**config.mk**
```make
export PLATFORM = sky130hd
export DESIGN_NAME = uart_tx_buffered
export DESIGN_NICKNAME = d
export VERILOG_FILES = /design/src/rtl/uart_pkg.sv /design/src/rtl/tx_byte_fifo.sv /design/src/rtl/uart_tx_buffered.sv
export SDC_FILE = /design/constraint.sdc
export NUM_CORES = 1
export LEC_CHECK = 0
export BUFFER_PORTS_ARGS = -buffer_cell sky130_fd_sc_hd__buf_2
export CORE_ASPECT_RATIO = 0.9
export CORE_MARGIN = 3
export CORE_UTILIZATION = 36
export DETAILED_ROUTE_END_ITERATION = 12
export MAX_ROUTING_LAYER = met4
export REMOVE_ABC_BUFFERS = 1
export SLEW_MARGIN = 20
export SYNTH_ARGS = -nofsm -noshare
export SYNTH_HDL_FRONTEND = slang
export SYNTH_SLANG_ARGS = --single-unit
```
**constraint.sdc**
```tcl
create_clock -name clk -period 3.7 [get_ports clk]
set_input_delay 0.555 -clock clk [delete_from_list [all_inputs] [get_ports clk]]
set_output_delay 0.555 -clock clk [all_outputs]
set_load 0.05 [all_outputs]
```
**src/rtl/uart_pkg.sv**
```systemverilog
// Shared UART definitions: FSM state encodings (common to the RX and TX sides),
// the data width, and the baud divider constant function.
package uart_pkg;

    localparam int DATA_W = 8;

    typedef enum logic [2:0] {
        ST_IDLE   = 3'd0,
        ST_START  = 3'd1,
        ST_DATA   = 3'd2,
        ST_PARITY = 3'd3,
        ST_STOP   = 3'd4
    } uart_state_t;

    // Clock cycles per bit, rounded to the nearest integer.
    function automatic int baud_div(input int clk_hz, input int baud);
        return (clk_hz + baud / 2) / baud;
    endfunction

endpackage

```
**src/rtl/tx_byte_fifo.sv**
```systemverilog
// Synchronous byte FIFO for the UART transmitter. A push is accepted when there
// is room or when a pop happens on the same edge.
module tx_byte_fifo #(
    parameter int DEPTH = 16,
    parameter int W     = 8
) (
    input  logic         clk,
    input  logic         reset,
    input  logic         push,
    input  logic         pop,
    input  logic [W-1:0] wr_data,
    output logic [W-1:0] rd_data,
    output logic         full,
    output logic         empty,
    output logic         accept
);

    localparam int PW = $clog2(DEPTH);
    localparam logic [PW:0] FULL_CNT = (PW + 1)'(DEPTH);

    logic [W-1:0]  mem [DEPTH];
    logic [PW-1:0] wr_ptr;
    logic [PW-1:0] rd_ptr;
    logic [PW:0]   count;
    logic          do_pop;

    assign full    = (count == FULL_CNT);
    assign empty   = (count == '0);
    assign do_pop  = pop && !empty;
    assign accept  = push && (!full || do_pop);
    assign rd_data = mem[rd_ptr];

    always_ff @(posedge clk or posedge reset) begin
        if (reset) begin
            wr_ptr <= '0;
            rd_ptr <= '0;
            count  <= '0;
        end else begin
            if (accept) wr_ptr <= wr_ptr + PW'(1);
            if (do_pop) rd_ptr <= rd_ptr + PW'(1);
            case ({accept, do_pop})
                2'b10:   count <= count + (PW + 1)'(1);
                2'b01:   count <= count - (PW + 1)'(1);
                default: count <= count;
            endcase
        end
    end

    // Storage carries no reset; only the pointers define what is valid.
    always_ff @(posedge clk) begin
        if (accept) mem[wr_ptr] <= wr_data;
    end

endmodule

```
**src/rtl/uart_tx_buffered.sv**
```systemverilog
// Buffered UART transmitter (8N1, LSB first) fed from a byte FIFO.
// Define UART_TX_PARITY_EN to insert an even-parity bit between data and stop.
module uart_tx_buffered
    import uart_pkg::*;
#(
    parameter int CLK_HZ     = 50000000,
    parameter int BAUD       = 115200,
    parameter int FIFO_DEPTH = 16
) (
    input  logic              clk,
    input  logic              reset,
    input  logic [DATA_W-1:0] tx_data,
    input  logic              tx_write,
    output logic              tx_full,
    output logic              tx_empty,
    output logic              tx_busy,
    output logic              tx_overflow,
    input  logic              tx_clr_overflow,
    output logic              tx_done_interrupt,
    output logic              uart_out
);

    localparam int DIV   = baud_div(CLK_HZ, BAUD);
    localparam int CNT_W = (DIV > 1) ? $clog2(DIV) : 1;
    localparam int BIT_W = $clog2(DATA_W);
    localparam logic [CNT_W-1:0] CNT_LAST = CNT_W'(DIV - 1);
    localparam logic [BIT_W-1:0] BIT_LAST = BIT_W'(DATA_W - 1);

    uart_state_t       state_q, state_next;
    logic [CNT_W-1:0]  cnt_q, cnt_next;
    logic [BIT_W-1:0]  bit_q, bit_next;
    logic [DATA_W-1:0] shift_q, shift_next;
    logic              line_q, line_next;
    logic              pop_req;
    logic              baud_end;
    logic              push_accept;
    logic [DATA_W-1:0] fifo_rd_data;
`ifdef UART_TX_PARITY_EN
    logic              parity_q, parity_next;
`endif

    tx_byte_fifo #(
        .DEPTH (FIFO_DEPTH),
        .W     (DATA_W)
    ) u_fifo (
        .clk     (clk),
        .reset   (reset),
        .push    (tx_write),
        .pop     (pop_req),
        .wr_data (tx_data),
        .rd_data (fifo_rd_data),
        .full    (tx_full),
        .empty   (tx_empty),
        .accept  (push_accept)
    );

    assign baud_end          = (cnt_q == CNT_LAST);
    assign tx_busy           = (state_q != ST_IDLE);
    assign tx_done_interrupt = (state_q == ST_STOP) && baud_end;
    assign uart_out          = line_q;

    always_ff @(posedge clk or posedge reset) begin
        if (reset) begin
            state_q  <= ST_IDLE;
            cnt_q    <= '0;
            bit_q    <= '0;
            shift_q  <= '0;
            line_q   <= 1'b1;
`ifdef UART_TX_PARITY_EN
            parity_q <= 1'b0;
`endif
        end else begin
            state_q  <= state_next;
            cnt_q    <= cnt_next;
            bit_q    <= bit_next;
            shift_q  <= shift_next;
            line_q   <= line_next;
`ifdef UART_TX_PARITY_EN
            parity_q <= parity_next;
`endif
        end
    end

    always_comb begin
        state_next  = state_q;
        cnt_next    = cnt_q + CNT_W'(1);
        bit_next    = bit_q;
        shift_next  = shift_q;
        line_next   = line_q;
        pop_req     = 1'b0;
`ifdef UART_TX_PARITY_EN
        parity_next = parity_q;
`endif
        case (state_q)
            ST_IDLE: begin
                cnt_next = '0;
                if (!tx_empty) begin
                    pop_req    = 1'b1;
                    shift_next = fifo_rd_data;
`ifdef UART_TX_PARITY_EN
                    parity_next = ^fifo_rd_data;
`endif
                    state_next = ST_START;
                    line_next  = 1'b0;
                end
            end
            ST_START: begin
                if (baud_end) begin
                    cnt_next   = '0;
                    bit_next   = '0;
                    state_next = ST_DATA;
                    line_next  = shift_q[0];
                end
            end
            ST_DATA: begin
                if (baud_end) begin
                    cnt_next   = '0;
                    shift_next = shift_q >> 1;
                    if (bit_q == BIT_LAST) begin
`ifdef UART_TX_PARITY_EN
                        state_next = ST_PARITY;
                        line_next  = parity_q;
`else
                        state_next = ST_STOP;
                        line_next  = 1'b1;
`endif
                    end else begin
                        bit_next  = bit_q + BIT_W'(1);
                        line_next = shift_q[1];
                    end
                end
            end
`ifdef UART_TX_PARITY_EN
            ST_PARITY: begin
                if (baud_end) begin
                    cnt_next   = '0;
                    state_next = ST_STOP;
                    line_next  = 1'b1;
                end
            end
`endif
            ST_STOP: begin
                if (baud_end) begin
                    cnt_next = '0;
                    // Chain straight into the next start bit when more data is queued.
                    if (!tx_empty) begin
                        pop_req    = 1'b1;
                        shift_next = fifo_rd_data;
`ifdef UART_TX_PARITY_EN
                        parity_next = ^fifo_rd_data;
`endif
                        state_next = ST_START;
                        line_next  = 1'b0;
                    end else begin
                        state_next = ST_IDLE;
                        line_next  = 1'b1;
                    end
                end
            end
            default: begin
                state_next = ST_IDLE;
                line_next  = 1'b1;
            end
        endcase
    end

    always_ff @(posedge clk or posedge reset) begin
        if (reset) begin
            tx_overflow <= 1'b0;
        end else if (tx_write && !push_accept) begin
            tx_overflow <= 1'b1;
        end else if (tx_clr_overflow) begin
            tx_overflow <= 1'b0;
        end
    end

endmodule

```
* After elaboration in Yosys (flattened, before gate mapping)
Memories as Yosys holds them, arrays and structs flattened.
Cells that the tools add are included.
** Storage, ports and cells
- Output and inout port bits :: 6
- Register bits :: 38
- Memories kept :: 1
- Word-level logic and storage cells :: 82
- Bits in writable memories :: 128
** Memory list
- u_fifo.mem :: words 16, bits a word 8, rd ports 1, clocked after Yosys merged registers in 0, wr ports 1, RTL line tx_byte_fifo.sv:21 : logic [W-1:0] mem [DEPTH];
** Operators by class
- Muxes and demuxes :: 32
- Add/subtract/negate cells :: 6
- Reductions and logical operators :: 20
- Equality and inequality tests :: 14
** Operators by type and width (count)
- $mux 3 :: 8
- $mux 8 :: 3
- $pmux 8 s3 :: 1
- $pmux 9 s2 :: 1
- $mux 1 :: 13
- $ne 2x2->1 const B :: 6
- $pmux 3 s4 :: 1
- $pmux 5 s2 :: 1
- $add 9x1->9 const B :: 1
- $eq 9x9->1 const B :: 1
- $mux 9 :: 1
- $add 4x1->4 const B :: 2
- $reduce_and 4->1 :: 2
- $eq 3x3->1 const B :: 2
- $pmux 3 s2 :: 1
- $reduce_bool 2->1 :: 3
- $reduce_bool 3->1 :: 2
- $add 5x1->5 const B :: 1
- $eq 5x5->1 const B :: 1
- $logic_not 5->1 :: 1
- $reduce_and 5->1 :: 1
- $sub 5x1->5 const B :: 1
- $logic_and 1x1->1 :: 4
- $pmux 1 s4 :: 1
- 11 further kinds :: 13

* Depth between registers and ports, before layout
Gate-level depths: netlist (run 1).
- Depth in word-level cells :: 10
- Gate-level depth with buffers :: 13
- Mapped depth without buffers :: 12

* Modules after synthesis
From an unflattened synthesis (run 1), not the netlist that was laid out.
** Unflattened totals
- Cell total of the unflattened synthesis :: 424
- Area total of the unflattened synthesis :: 7175.6 sq um
** Modules (own cells, without submodules)
- tx_byte_fifo :: cells each 298, seq. area each 4169.0 sq um, instances 1, area each 5760.5 sq um
- uart_tx_buffered :: cells each 126, seq. area each 626.9 sq um, instances 1, area each 1415.1 sq um

* Worst setup path after synthesis (run 1)
OpenSTA, ideal clock, no wires.
- Kind :: flip-flop to flip-flop
- Start :: reg u_fifo.count[0]
- End :: reg u_fifo.count[4]
- Setup slack :: 0.969 ns
- Setup time :: 0.124 ns
- Cell stages (with the launch flop) :: 13
- Clock period less this slack :: 2.731 ns
- Required time :: 3.576 ns
- Arrival :: 2.607 ns
- Path buffers :: 2
- Cell sequence :: dfrtp_1 or4_1 buf_6 o21ai_4 or3_1 buf_6 inv_1 ha_1 nor2b_1 o21a_1 nor2_1 mux2_2 xnor2_1
** Between the ends
- Longest elaborated chain between the ends :: 9
- Elaborated cells between the ends (all ways) :: 16
** Ends and longest elaborated chain
- start: declaration :: RTL line tx_byte_fifo.sv:24 : logic [PW:0] count;
- start signal: assignment :: RTL line tx_byte_fifo.sv:42 : 2'b10: count <= count + (PW + 1)'(1);
- start signal: assignment :: RTL line tx_byte_fifo.sv:43 : 2'b01: count <= count - (PW + 1)'(1);
- start signal: assignment :: RTL line tx_byte_fifo.sv:44 : default: count <= count;
- $logic_not 5->1 :: RTL line tx_byte_fifo.sv:28 : assign empty = (count == '0);
- $mux 1 :: RTL line uart_tx_buffered.sv:97, uart_tx_buffered.sv:146
- $mux 1 :: RTL line uart_tx_buffered.sv:143 : if (baud_end) begin
- $pmux 1 s2 :: RTL line uart_tx_buffered.sv:94 : case (state_q)
- $logic_and 1x1->1 :: RTL line tx_byte_fifo.sv:29 : assign do_pop = pop && !empty;
- $logic_or 1x1->1 :: RTL line tx_byte_fifo.sv:30 : assign accept = push && (!full || do_pop);
- $logic_and 1x1->1 :: RTL line tx_byte_fifo.sv:30
- $eq 2x1->1 or $eq 2x2->1 (tied branches) :: RTL line tx_byte_fifo.sv:41 : case ({accept, do_pop})
- $pmux 5 s2 or $reduce_bool 2->1 (tied branches)
Several ways; a longest one is shown, not always the timed one.
A chain may end at the register's enable or synchronous reset.

* Final worst setup path (run 1)
Same ends and word-level chain as after synthesis.

==> flow_summary_export.csv, run 1 <==
group,metric,value,unit
worst_setup_path,worstPathCellList,"or4_1 > o21ai_4 > or3_1 > inv_1 > ha_1 > nor2b_1 > o21a_1 > nor2_1 > mux2_2 > xnor2_1",
synth,yosysTopAreaCellShare,54.6,%
cts,cts.repair.resized,0,
worst_setup_path,setup.worst_path.class,"reg -> reg",
synth,ys_types,53,
global_route,grt_pass1_wl,21.8,mm
routing,drtAntennaViolNets,0,
worst_setup_path,slowest_delay,710,ps
global_route,track_usage,13.6,%
timing,post-route-period-util,81.5,%
cts,cts.path.max_buffers,2,
routing,drt_first_iter_violations,275,
worst_setup_path,rr_startpoint,"u_fifo.count[0]",
synth,syn_area,7040,sq um
synth,avgSynthCellArea,16.3,sq um
power_and_ir_drop,totalPowerFinal,5.59,mW
min_path,min_path_type,"in -> async",
placement,port-buffer-count,17,
placement,gp_congestion,0.784,
routing,wire_per_inst,18.5,microns
global_route,antenna_found_initial,0,
timing,rsz0062_at_grt,"no",
timing,max_freq,332,MHz
worst_setup_path,cp-end-kind,"register",
synth,yosys.area.top_type,"edfxtp_1",
synth,netlist_instances,433,
routing,vias_per_cell,5.23,
power_and_ir_drop,leakage,2.78,nW
synth,synth_area_leaders,"edfxtp_1 (55%), dfrtp_1 (13%), mux4_2 (10%), ha_1 (2.1%), a22oi_1 (1.9%)",
status,status,"complete, no violations",
synth,ys_ff_latch,166,
timing,post-route-min-period,3020,ps
layout,drive_gt1_share,22.0,%
synth,synth_flop_cell,"edfxtp_1",
layout,area_growth,13.1,%
cts,clkLatencyLatePin,430,ps
routing,firstDrtPassIters,5,
synth,synth_seq_area_share,68.2,%
die,ios,18,
routing,vias,3729,
cts,cts.sinks,166,
worst_setup_path,reg2reg_depth,10,
synth,synth_warnings,0,
timing,hold_viol,0,
timing,tightest_slew,943,ps
die,rows,47,
job,drv_cap,0,
synth,synth-edff-count,128,
timing,maxSlewViolCount,0,
worst_setup_path,cp-start-kind,"register",
cts,cts_htree_levels,4,
routing,routed_wl,13.2,mm
timing,setup_total_negative_slack,0,ps
cts,cts_tree,"done",
timing,whs,231,ps
worst_setup_path,critPathArrivalTime,3310,ps
worst_setup_path,slowest_stage,"or4_1",
worst_setup_path,cp.required,3990,ps
cts,cts_root_buf,"clkbuf_16",
die,start_util,37.5,%
cts,path_clk_slew,70,ps
cts,post_cts_buffers,0,
die,core-area,18800,sq um
layout,finalNetCount,480,
cts,cts_hold_buf,0,
die,die_h,139,microns
die,dieArea,21300,sq um
worst_setup_path,crit_fanout,8,
die,die_w,153,microns
worst_setup_path,cpLargestDelayFamily,"simple AND/OR/NAND/NOR gates",
worst_setup_path,crit_buf_inv,1,
timing,slew_headroom,36.9,%
timing,clock_skew,15.3,ps
power_and_ir_drop,peakVddDrop,0.357,mV
cts,numCtsBuffers,17,
power_and_ir_drop,p_per_area,703,nW/um^2
global_route,grt_overflow_total,0,
worst_setup_path,r2r_setup_slack,680,ps
layout,final_util,42.4,%
timing,finalSetupViolCount,0,
global_route,grt_start_max_net_pins,39,
global_route,grt_pass1_vias,3899,
synth,async_flop_share,22.9,%
placement,dp_hpwl,8.61,mm
routing,drt_drc_violations_left,0,
layout,diodes,0,
worst_setup_path,r2r-end,"u_fifo.count[4]",
==> cells by family (layout without fill, tap and decap cells) <==
| logic type | count (synthesis) | in the layout | share of synthesized area, % |
|---|---|---|---|
| AOI/OAI and AO/OA | 68 | 68 | 6.58 |
| xor gates and xnor gates | 17 | 17 | 2.12 |
| adders and majority gates | 13 | 13 | 2.42 |
| buffers and inverters | 36 | 71 | 2.45 |
| DFF | 166 | 166 | 68.2 |
| muxes | 39 | 39 | 11.4 |
| and+or+nand+nor | 94 | 94 | 6.92 |
==> layer usage <==
layer | global-route usage, % | share of wire, % | wire, microns
met2 | 20.7 | 49 | 6540
met3 | 3.12 | 4.8 | 633
met5 | - | 0 | 0
met1 | 18.3 | 45 | 5970
met4 | 4.74 | 0.65 | 86
==> registers in the layout, indices dropped and copies added, names as in the netlist <==
signal and flops:
state_q 3, tx_overflow 1, shift_q 8, u_fifo.mem 128, cnt_q 9, uart_out 1, u_fifo.count 5, u_fifo.wr_ptr 4
u_fifo.rd_ptr 4, bit_q 3
==> worst max-delay path by stage <==
stage | cells after the start | start | end | slack [ps]
floorplan | 10 | u_fifo.count[0] | u_fifo.count[4] | 910
global placement | 10 | u_fifo.count[0] | u_fifo.count[4] | 780
detailed placement | 10 | u_fifo.count[0] | u_fifo.count[4] | 710
CTS | 10 | u_fifo.count[0] | u_fifo.count[4] | 690
global route | 10 | u_fifo.count[0] | u_fifo.count[4] | 510
finish | 10 | u_fifo.count[0] | u_fifo.count[4] | 680
==> metrics by stage <==
step / area [sq um] / instances / setup slack [ps]
floorplan: 6910 / 410 / 915
global placement: 7370 / 681 / 776
detailed placement: 7370 / 681 / 712
CTS: 7960 / 713 / 686
global route: 7960 / 713 / 510
finish: 7960 / 713 / 684
==> worst min-delay path, stage by stage <==
cell,delay [ps]
buf_2,90
inv_1,40
buf_4,420
==> report_power, final <==
| part | leakage (nW) | total, mW | switching [mW] | internal, mW |
|---|---|---|---|---|
| sequential | 1.62 | 2.52 | 0.213 | 2.31 |
| combinational | 0.876 | 1.35 | 0.715 | 0.633 |
| clock | 0.284 | 1.72 | 0.723 | 1.00 |
==> cells in the mapped netlist (2+ instances only) <==
master,count
o22ai_1,3
a22oi_1,18
buf_6,3
dfrtp_1,37
or3_1,2
nor3b_1,5
inv_1,13
mux2_2,3
nand3_1,5
o31ai_1,2
edfxtp_1,128
o21ai_0,7
xor2_1,4
a22o_1,2
nand4_1,3
nand2_1,15
o21a_1,2
clkbuf_1,11
and2_1,9
mux2i_1,3
nor2b_1,4
nor3_1,2
a21oi_1,25
xnor2_1,13
buf_2,6
and4_1,4
nor2_1,36
ha_1,12
mux4_2,32
==> layout make-up <==
cell class	count	area (sq um)
multi-input combinational	231	2070
fill	1611	10800
sequential	166	4800
clock buffer	18	429
timing repair buffer	26	153
inverter	13	48.8
tap	245	307
clock inverter	14	153
==> layout by cell type, fill, tap and decap left out, types with 2 or more instances in the layout <==
cell type	instances
o21a_1	2
clkinv_2	4
bufinv_16	2
o31ai_1	2
and4_1	4
mux2i_1	3
o22ai_1	3
inv_1	13
clkinv_4	3
nor3_1	2
nor2_1	36
nand3_1	5
mux4_2	32
clkbuf_16	17
o21ai_0	7
nor2b_1	4
a22o_1	2
or3_1	2
a22oi_1	18
mux2_2	3
nand2_1	15
xnor2_1	13
ha_1	12
inv_8	2
nand4_1	3
edfxtp_1	128
a21oi_1	25
buf_2	17
xor2_1	4
buf_4	9
nor3b_1	5
clkinvlp_4	2
dfrtp_1	36
and2_1	9
Note: power is estimated with default switching activity, not from simulation.
==> run 2: changes to the inputs <==
--- a/config.mk
+++ b/config.mk
@@ -5,6 +5,7 @@
 export SDC_FILE = /design/constraint.sdc
 export NUM_CORES = 1
 export LEC_CHECK = 0
+export ABC_AREA = 1
 export BUFFER_PORTS_ARGS = -buffer_cell sky130_fd_sc_hd__buf_2
 export CORE_ASPECT_RATIO = 0.9
 export CORE_MARGIN = 3
==> constraint.sdc (replaced) <==
create_clock -name clk -period 2.9 [get_ports clk]
set_input_delay 0.435 -clock clk [delete_from_list [all_inputs] [get_ports clk]]
set_output_delay 0.435 -clock clk [all_outputs]
set_load 0.05 [all_outputs]
==> flow_summary_export.csv, run 2 <==
group,metric,value,unit
worst_setup_path,cp-start-kind,"register",
routing,vias,4891,
routing,vias_per_cell,4.70,
layout,max_flop_register,"u_fifo.mem",
layout,largest_reg_flops,128,
cts,cts_hold_buf,0,
layout,drive_gt1_share,12.0,%
timing,maxSlewViolCount,0,
die,core-area,20000,sq um
die,die_h,142,microns
worst_setup_path,worstPathCellList,"inv_1 > ha_1 > nand2_1 > nor2_1 > nand2_4 > nand2_4 > nand3_1 > fa_1 > o21ai_0 > nand3_1 > nand2_1 > nand2_1 > nand2_1 > nand2_1",
global_route,grt_pass1_wl,25.0,mm
cts,path_clk_slew,70,ps
worst_setup_path,crit_cells,14,
power_and_ir_drop,p_per_area,975,nW/um^2
layout,final_util,42.0,%
timing,max_freq,392,MHz
timing,whs,40.9,ps
routing,firstDrtPassIters,5,
placement,port-buffer-count,17,
worst_setup_path,crit_buf_inv,1,
cts,cts_htree_levels,4,
cts,numCtsBuffers,17,
layout,finalNetCount,798,
cts,clkLatencyLatePin,430,ps
cts,cts_tree,"done",
placement,dpl_worst_slack,378,ps
die,ios,18,
power_and_ir_drop,leakage,3.59,nW
timing,rsz0062_at_grt,"no",
layout,final_cells,1041,
worst_setup_path,crit_top_cell,"nand2_1",
layout,layout_commonest_cell,"nand2_1",
timing,finalSetupViolCount,0,
status,status,"complete, no violations",
placement,dp_hpwl,9.88,mm
synth,yosysMostFrequentCell,"nand2_1",
die,die_w,157,microns
worst_setup_path,r2r_setup_slack,350,ps
synth,syn_area,7390,sq um
timing,post-route-period-util,88.1,%
layout,largest_registers,"u_fifo.mem x128, cnt_q x9, shift_q x8",
worst_setup_path,cpLargestDelayFamily,"simple AND/OR/NAND/NOR gates",
layout,multi_input_area,2280,sq um
synth,synth_flop_cell,"edfxtp_1",
worst_setup_path,critPathArrivalTime,2870,ps
worst_setup_path,cp-end-kind,"register",
synth,synth_seq_area_share,64.9,%
routing,drtAntennaViolNets,0,
synth,ys_types,34,
placement,placed_cell_area,7860,sq um
timing,tightest_slew,837,ps
synth,yosys.area.top_type,"edfxtp_1",
die,start_util,36.9,%
min_path,min_path_type,"in -> async",
layout,diodes,0,
layout,mostFrequentLayoutCells,"nand2_1 (254), edfxtp_1 (128), nor2_1 (91)",
global_route,antenna_found_initial,0,
global_route,track_usage,15.2,%
synth,avgSynthCellArea,10.0,sq um
layout,fillers,1909,
timing,setup_ws,346,ps
synth,async_flop_share,22.9,%
cts,cts.repair.resized,0,
cts,cts.path.max_buffers,2,
worst_setup_path,slowest_stage,"fa_1",
global_route,grt_overflow_total,0,
worst_setup_path,setup.worst_path.class,"reg -> reg",
timing,slew_headroom,44.2,%
timing,setup_total_negative_slack,0,ps
global_route,grt_pass1_vias,4643,
synth,yosysTopAreaCellShare,52.0,%
global_route,grt_start_max_net_pins,77,
die,rows,49,
cts,post_cts_buffers,0,
power_and_ir_drop,peakVddDrop,0.511,mV
timing,clock_skew,8.35,ps
timing,hold_viol,0,
placement,gp_congestion,0.835,
layout,design_area,8410,sq um
worst_setup_path,reg2reg_depth,14,
worst_setup_path,slowest_delay,490,ps
synth,ys_ff_latch,166,
cts,cts_root_buf,"clkbuf_16",
synth,synth-edff-count,128,
synth,ys_top_cells_by_count,"nand2_1 (254), edfxtp_1 (128), nor2_1 (91)",
power_and_ir_drop,totalPowerFinal,8.20,mW
timing,post-route-min-period,2550,ps
worst_setup_path,crit_fanout,8,
synth,synth_area_leaders,"edfxtp_1 (52%), nand2_1 (13%), dfrtp_1 (13%), nor2_1 (4.6%), nand3_1 (4.5%)",
synth,synth_warnings,0,
job,drv_cap,0,
routing,drt_first_iter_violations,287,
synth,netlist_instances,738,
routing,routed_wl,15.5,mm
worst_setup_path,cp.required,3220,ps
placement,dp.cells,1009,
layout,area_growth,13.9,%
routing,wire_per_inst,14.9,microns
routing,drt_drc_violations_left,0,
die,dieArea,22300,sq um
cts,cts.sinks,166,
layout,register_area,4800,sq um
## run 2: changes by cell type in the layout (fill, tap and decap cells not counted), sizes merged, moves of 5 or more
cell / change
inv: +44
mux4: -32
a22oi: -18
and2: -11
o21ai: +9
nand3: +61
nor3b: -5
nor2: +57
a21oi: -11
nand2: +248
xnor2: -9
buf: +13
## run 2: cell families after synthesis
| kind of cell | share of synthesized area (%) |
|---|---|
| simple gates | 24.0 |
| flops | 64.9 |
| xor+xnor | 1.30 |
| compound gates | 3.30 |
| buf+inv | 4.18 |
| fa+ha+maj | 2.30 |
## run 2: path summary, 6_finish.rpt
| kind | startpoint | end |
|---|---|---|
| setup reg to reg | cnt_q[1] | u_fifo.count[4] |
| hold reg to reg | uart_out | uart_out |
| hold / removal | reset | state_q[2] |
| setup / recovery | cnt_q[1] | u_fifo.count[4] |
| max in group asynchronous | reset | uart_out |
| min in group clk | tx_clr_overflow | tx_overflow |
## run 2: layout make-up
| type | count | area share (%) |
|---|---|---|
| Sequential cell | 166 | 57.0 |
| Clock inverter | 13 | 1.43 |
| Timing Repair Buffer | 39 | 2.97 |
| Clock buffer | 19 | 5.14 |
| Inverter | 56 | 2.50 |
| Multi-Input combinational cell | 493 | 27.2 |
| Tap cell | 255 | 3.79 |
## run 2: tightest hold or removal path, cell delays in order
cell	delay, ps
buf_2	100
inv_1	60
buf_4	250
## run 2: metal layers
layer	vias up	track usage (%)	part of all wire, %
met5	-	-	0
met4	0	4.98	1.4
met2	104	23.2	46
li1	2495	-	-
met1	2276	20.5	48
met3	16	3.08	4.7
## run 2: where the power goes
part	total (mW)	switching [mW]	internal, mW
clock network	2.11	0.922	1.19
registers	3.16	0.218	2.94
logic	2.93	2.05	0.883
